==> config.mk <==
export PLATFORM = sky130hd
export DESIGN_NAME = gp_register_file
export DESIGN_NICKNAME = d
export VERILOG_FILES = /design/src/rtl/gp_register_file.sv
export SDC_FILE = /design/constraint.sdc
export NUM_CORES = 1
export LEC_CHECK = 0
export ABC_AREA = 1
export BUFFER_PORTS_ARGS = -buffer_cell sky130_fd_sc_hd__buf_2
export CAP_MARGIN = 10
export CORE_MARGIN = 10
export CORE_UTILIZATION = 55
export CTS_CLUSTER_SIZE = 20
export DETAILED_ROUTE_END_ITERATION = 8
export GPL_TIMING_DRIVEN = 0
export MAX_ROUTING_LAYER = met4
export PLACE_DENSITY = 0.73
export REMOVE_ABC_BUFFERS = 1
export SLEW_MARGIN = 5
export SYNTH_ARGS = -nofsm -noshare
export SYNTH_HDL_FRONTEND = slang
export SYNTH_SLANG_ARGS = --single-unit
==> constraint.sdc <==
create_clock -name clk -period 8.66 [get_ports clk]
set_clock_uncertainty 0.15 [all_clocks]
set_input_delay 1.732 -clock clk [delete_from_list [all_inputs] [get_ports clk]]
set_output_delay 1.732 -clock clk [all_outputs]
set_load 0.01 [all_outputs]
==> src/rtl/gp_register_file.sv <==
// General-purpose register file: one write port with load/inc/dec/clear modes,
// two combinational read ports with optional write forwarding, sticky dirty flags.
module gp_register_file #(
  parameter int DATA_W    = 8,
  parameter int NUM_REGS  = 8,
  parameter int BYPASS    = 1,
  parameter int ZERO_REG0 = 0,
  localparam int AW       = (NUM_REGS > 2) ? $clog2(NUM_REGS) : 1
) (
  input  logic                clk,
  input  logic                rstn,
  input  logic                wr_en,
  input  logic [1:0]          wr_mode,
  input  logic [AW-1:0]       wr_addr,
  input  logic [DATA_W-1:0]   wr_data,
  input  logic [AW-1:0]       rd_addr_a,
  input  logic [AW-1:0]       rd_addr_b,
  output logic [DATA_W-1:0]   rd_data_a,
  output logic [DATA_W-1:0]   rd_data_b,
  output logic [NUM_REGS-1:0] dirty,
  input  logic                dirty_clr,
  output logic                last_wr_zero
);

  typedef enum logic [1:0] {
    MODE_LOAD = 2'b00,
    MODE_INC  = 2'b01,
    MODE_DEC  = 2'b10,
    MODE_CLR  = 2'b11
  } wr_mode_e;

  localparam logic [AW:0] NREGS = (AW + 1)'(NUM_REGS);

  logic [DATA_W-1:0]   regs_q [NUM_REGS];
  logic [DATA_W-1:0]   regs_d [NUM_REGS];
  logic [NUM_REGS-1:0] dirty_q, dirty_d;
  logic                lwz_q, lwz_d;

  logic                wr_acc;
  logic [DATA_W-1:0]   wr_cur;
  logic [DATA_W-1:0]   wr_next;

  // Gating with rstn keeps the forwarding path quiet while reset is held.
  always_comb begin
    wr_acc = rstn && wr_en && ({1'b0, wr_addr} < NREGS)
             && !((ZERO_REG0 != 0) && (wr_addr == '0));
  end

  always_comb begin
    wr_cur = '0;
    for (int unsigned i = 0; i < NUM_REGS; i++) begin
      if (wr_addr == AW'(i)) wr_cur = regs_q[i];
    end
  end

  always_comb begin
    wr_next = '0;
    unique case (wr_mode_e'(wr_mode))
      MODE_LOAD: wr_next = wr_data;
      MODE_INC:  wr_next = wr_cur + DATA_W'(1);
      MODE_DEC:  wr_next = wr_cur - DATA_W'(1);
      MODE_CLR:  wr_next = '0;
      default:   wr_next = '0;
    endcase
  end

  function automatic logic [DATA_W-1:0] read_port(input logic [AW-1:0] addr);
    logic [DATA_W-1:0] val;
    val = '0;
    for (int unsigned i = 0; i < NUM_REGS; i++) begin
      if ((addr == AW'(i)) && !((ZERO_REG0 != 0) && (i == 0))) val = regs_q[i];
    end
    if ((BYPASS != 0) && wr_acc && (addr == wr_addr)) val = wr_next;
    return val;
  endfunction

  always_comb begin
    rd_data_a = read_port(rd_addr_a);
    rd_data_b = read_port(rd_addr_b);
  end

  always_comb begin
    for (int unsigned i = 0; i < NUM_REGS; i++) begin
      regs_d[i] = regs_q[i];
    end
    dirty_d = dirty_clr ? '0 : dirty_q;
    lwz_d   = lwz_q;
    if (wr_acc) begin
      for (int unsigned i = 0; i < NUM_REGS; i++) begin
        if (wr_addr == AW'(i)) begin
          regs_d[i]  = wr_next;
          dirty_d[i] = 1'b1;
        end
      end
      lwz_d = (wr_next == '0);
    end
  end

  always_ff @(posedge clk or negedge rstn) begin
    if (!rstn) begin
      for (int unsigned i = 0; i < NUM_REGS; i++) begin
        regs_q[i] <= '0;
      end
      dirty_q <= '0;
      lwz_q   <= 1'b0;
    end else begin
      for (int unsigned i = 0; i < NUM_REGS; i++) begin
        regs_q[i] <= regs_d[i];
      end
      dirty_q <= dirty_d;
      lwz_q   <= lwz_d;
    end
  end

  assign dirty        = dirty_q;
  assign last_wr_zero = lwz_q;

endmodule

After elaboration in Yosys (flattened, before gate mapping). Index checks and enable logic that the tools add are counted.

$add $sub $neg: 2. Equality and inequality tests: 26. Mux-type cells: 37. Reduce and logical (&&, ||, !) cells: 16.

Operators with widths (count): $mux 8 (28); $eq 3x3->1 const B (12); $pmux 8 s4 (1); $eq 3x2->1 const B (6); $reduce_and 2->1 (8); $eq 3x1->1 const B (3); $logic_not 3->1 (3); $add 8x1->8 const B (1); $logic_not 8->1 (1); $mux 1 (8); $sub 8x1->8 const B (1); $eq 3x3->1 (2); $eq 2x2->1 const B (2); $logic_and 1x1->1 (3); $eq 2x1->1 const B (1); $logic_not 2->1 (1).

Register bits: 73. Logic and storage cells: 91.

Depth between registers and ports, before layout.
Depth after elaboration: 12. Mapped depth: 23. Depth with buffers taken out: 22.

Worst setup path before layout. Ideal clock, no wire load.

Path kind: input to output. Start: in wr_addr[1]. End: out rd_data_b[4]. Data arrival time: 4197 ps. Required time: 6778 ps. Setup slack: 2581 ps. Stages on the path: 13. Path buffers: 1. Cell sequence: buf_6 nor3_1 inv_1 o211ai_1 o21ai_0 fa_1 inv_1 a21oi_1 o21ai_0 nor2_1 o22ai_1 inv_1 o22ai_1.

Cells in the longest elaborated chain, start to end: 12. Elaborated cells on any way between the ends: 22. Classes of those cells: add/sub: 2; eq/ne: 8; mux: 10; reduce/logical: 2.

Ends and longest elaborated chain: start, declared (line 14) `input logic [AW-1:0] wr_addr,`; $logic_not 3->1 (line 52) `if (wr_addr == AW'(i)) wr_cur = regs_q[i];`; $mux 8 (8 in a row) (line 52); $sub 8x1->8 / $add 8x1->8 (equally long branches) (line 61, 60); $pmux 8 s4 (line 58) `unique case (wr_mode_e'(wr_mode))`; $mux 8 (*) (line 73) `if ((BYPASS != 0) && wr_acc && (addr == wr_addr)) val = wr_next;`; end, declared (line 19) `output logic [DATA_W-1:0] rd_data_b,`.

Mark *: on every way between the ends. The rest lies on a longest branch, timed or not.

Worst setup path after layout.
Start: in wr_addr[0]. End: out rd_data_a[4].

Cells in the longest elaborated chain, start to end: 12. Elaborated cells on any way between the ends: 22. Classes of those cells: add/sub: 2; eq/ne: 8; mux: 10; reduce/logical: 2.

Ends and longest elaborated chain: $logic_not 3->1 (line 52); $mux 8 (8 in a row) (line 52); $sub 8x1->8 / $add 8x1->8 (equally long branches) (line 61, 60); $pmux 8 s4 (line 58); $mux 8 (*) (line 73); end, declared (line 18) `output logic [DATA_W-1:0] rd_data_a,`.

Marked as above.

==> metrics.md <==
| Metric | Value |
|---|---|
| Crit Path Class | primary input to primary output |
| Xor/xnor cell area share of the yosys netlist | 0.182% |
| CP Capture Type | primary output |
| Root Buffer | clkbuf_8 |
| Share of layout cells above drive strength 1 | 11.6% |
| Post-route cell area | 5310 µm² |
| VDD IR max | approximately 110 µV |
| Async set-reset flop share out of synthesis | 100% |
| Initial Util | 55.7% |
| CTS Buf Count | 9 |
| Sequential share of the synthesized area | a little under two fifths |
| Lkg Pwr | approximately 2.6 nW |
| CTS tree | built |
| Multi-input combinational cell area | 2470 µm² |
| Fin crit share | between 80% and 90% |
| Count of different cell masters after synthesis | 43 |
| Vias in the first global route | 4849 |
| Post-CTS Setup Inserts | 0 |
| Dpl cell area | 5130 µm² |
| GRT Residual Overflow | 0 |
| Drt first pass iters | 6 |
| Min cycle time layout | 7.62 ns |
| Clk sinks | 73 |
| Worst-Skew Late Latency | 0.35 ns |
| Pins Over Slew Limit | 0 |
| Fmax | around 0.13 GHz |
| Post-cts gate resize count | 0 |
| Io pins | 48 |
| Max_cap viols | 0 |
| ANT nets after route | 0 |
| Largest net degree at the start of global routing | just over 50 |
| WP data required | 6.78 ns |
| Unrepaired setup endpoints after global routing | no |
| Core area | 8640 µm² |
| Synth Area in Adders | under 10% |
| Initial antenna violation count | 0 |
| Clk buf depth | 2 |
| Layout net count | 757 |
| Synth Flop Type | dfrtp_1 |
| Post-synthesis cell count | 681 |
| DRT iter0 DRCs | 554 |
| All-layer global routing usage | between 20 and 30% |
| Slew margin rel. | 26.2% |
| Power density over the cells | around 200 nW/µm² |
| Measured slew at the worst slew-check pin | roughly 1.1 ns |
| Gpl congestion | 0.969 |
| Multiplexer area fraction after synthesis | 0% |
| HP Class | flop to flop |
| Design Power | 1.06 mW |
| Post-synthesis average cell area | 7.07 µm² |
| Via count | 5048 |
| Yosys reg bits | 73 |
| Clock Pin Slew Worst Setup and Hold Paths | 0.08 ns |
| Startpoint class of the critical path | primary input |
| DRC viols | 0 |
| Outcome | complete, no violations |
| Util after Layout | 61.5% |
| I/O Buffers | 47 |
| Final Non-Filler Cells | 838 |
| Die Area | 12900 µm² |
| Largest family of logic cells by synthesized area | compound AO/OA/AOI/OAI gates |
| Setup violations, final | 0 |
| Area Growth Syn to Fin | 10.3% |
| Setup_tns | 0 ns |
| Simple-Gate Fraction of Synth Area | 22.7% |
| DP Wirelength | 12.3 mm |
| Vias per inst | 6.02 |
| Yosys warns | 0 |
| Ant diodes | 0 |
| DIE WIDTH | around 110 µm |
| Detailed Route WL | 15.8 mm |
| Register area | 1830 µm² |
| Mapped Area | 4810 µm² |
| Post-synth EDFFs | 0 |
| Routed length per instance | 18.8 µm |
| DIE HEIGHT | 114 µm |
| Fillers | 820 |
| Placed Cells | around 820 |
| Worst EP arrival | ~5.7 ns |
| First-pass GRT wire length | about 25 mm |
| Synth Area in Compound Gates | 25.8% |
| H-tree levels | 3 |
| # rows | 34 |
| Highest net fanout along the worst path | 11 |
| Final Hold Viols | 0 |
| Hold buffers post-CTS | 0 |
-- routing by layer --
| metal | wire [µm] | share of wire, % | GRT usage, % | vias up |
|---|---|---|---|---|
| met5 | 0 | 0 | - | - |
| met2 | 7340 | 47 | 39.4 | 256 |
| met1 | 6670 | 42 | 32.7 | 2390 |
| met4 | 309 | 2.0 | 7.78 | 0 |
| met3 | 1460 | 9.2 | 4.09 | 24 |
| li1 | - | - | - | 2378 |
-- synthesized netlist by cell type (2+ instances only) --
| master | number | share of area (%) |
|---|---|---|
| a2111oi_0 | 8 | 1.5 |
| a21oi_1 | 31 | 3.2 |
| a221oi_1 | 8 | 1.5 |
| a22oi_1 | 2 | 0.31 |
| buf_4 | 2 | 0.31 |
| buf_6 | 2 | 0.47 |
| clkbuf_1 | 10 | 0.78 |
| dfrtp_1 | 73 | 38 |
| ha_1 | 8 | 2.1 |
| inv_1 | 113 | 8.8 |
| inv_2 | 2 | 0.16 |
| nand2_1 | 166 | 13 |
| nand2_2 | 7 | 0.91 |
| nand3_1 | 14 | 1.5 |
| nand3_2 | 2 | 0.42 |
| nand4_1 | 6 | 0.78 |
| nor2_1 | 42 | 3.3 |
| nor3_1 | 12 | 1.2 |
| nor3_4 | 2 | 0.68 |
| nor4_1 | 2 | 0.26 |
| o2111ai_1 | 5 | 0.91 |
| o211ai_1 | 2 | 0.31 |
| o21ai_0 | 97 | 10 |
| o21ai_1 | 8 | 0.83 |
| o221ai_1 | 2 | 0.36 |
| o22ai_1 | 36 | 4.7 |
| o32ai_1 | 3 | 0.55 |
-- power by group --
part           internal [mW]  switching [mW]  total, mW  leakage (nW)
Sequential             0.418          0.0554      0.474         0.926
Clock                  0.106           0.143      0.249        0.0822
Combinational          0.112           0.230      0.341          1.57
-- cell families after synthesis --
group | count (synthesis)
AOI/OAI and AO/OA | 210
xor gates and xnor gates | 1
adders and majority gates | 9
buffers and inverters | 131
DFF | 73
and+or+nand+nor | 257
-- cell usage in the layout, fill, tap and decap left out, types with 9 or more instances in the layout --
master    count
nand2_1     166
inv_1       113
o21ai_0      97
dfrtp_1      73
buf_2        46
nor2_1       42
o22ai_1      36
a21oi_1      31
nand3_1      14
nor3_1       12
clkbuf_8      9
-- flip-flops by register name, summed over array words and instances, names as in the netlist --
register and count:
last_wr_zero 1, regs_q 64, dirty 8
-- per-stage QoR --
step | worst slack (ns) | hold slack (ns)
after detailed placement | 1.14 | 0.311
after global routing | 0.702 | 0.367
after CTS | 1.11 | 0.340
after global placement | 1.18 | 0.309
final | 1.04 | 0.335
after floorplan | 2.62 | 0.299
-- final cells by class --
type                       count  area share, %
multi-input combinational    477           46.4
sequential                    73           34.4
clock buffer                   9           2.33
timing repair buffer          48           4.99
clock inverter                 7           1.01
inverter                     116           8.29
tap                          108           2.54
-- critical path: stages --
cell and delay [ns]:
buf_2 0.25, inv_1 0.19, nor3_1 0.54, inv_1 0.30
o211ai_1 0.23, o21ai_0 0.19, fa_1 0.43, inv_1 0.13
a21oi_1 0.08, o21ai_0 0.21, nor2_1 0.08, o22ai_1 0.68
inv_1 0.25, o22ai_1 0.24, buf_2 0.17
-- worst paths after layout --
path	startpoint	to	slack [ns]	depth (start not counted)
worst min-delay path	dirty[5]	dirty[5]	0.33	2
worst min register to register	dirty[5]	dirty[5]	0.33	2
max in group asynchronous	rstn	regs_q[25]	6.67	2
min in group asynchronous	rstn	last_wr_zero	1.13	1
worst max-delay path	wr_addr[0]	rd_data_a[4]	1.04	15
worst max register to register	regs_q[33]	last_wr_zero	4.94	19
Power figures use the tool's default switching activity.
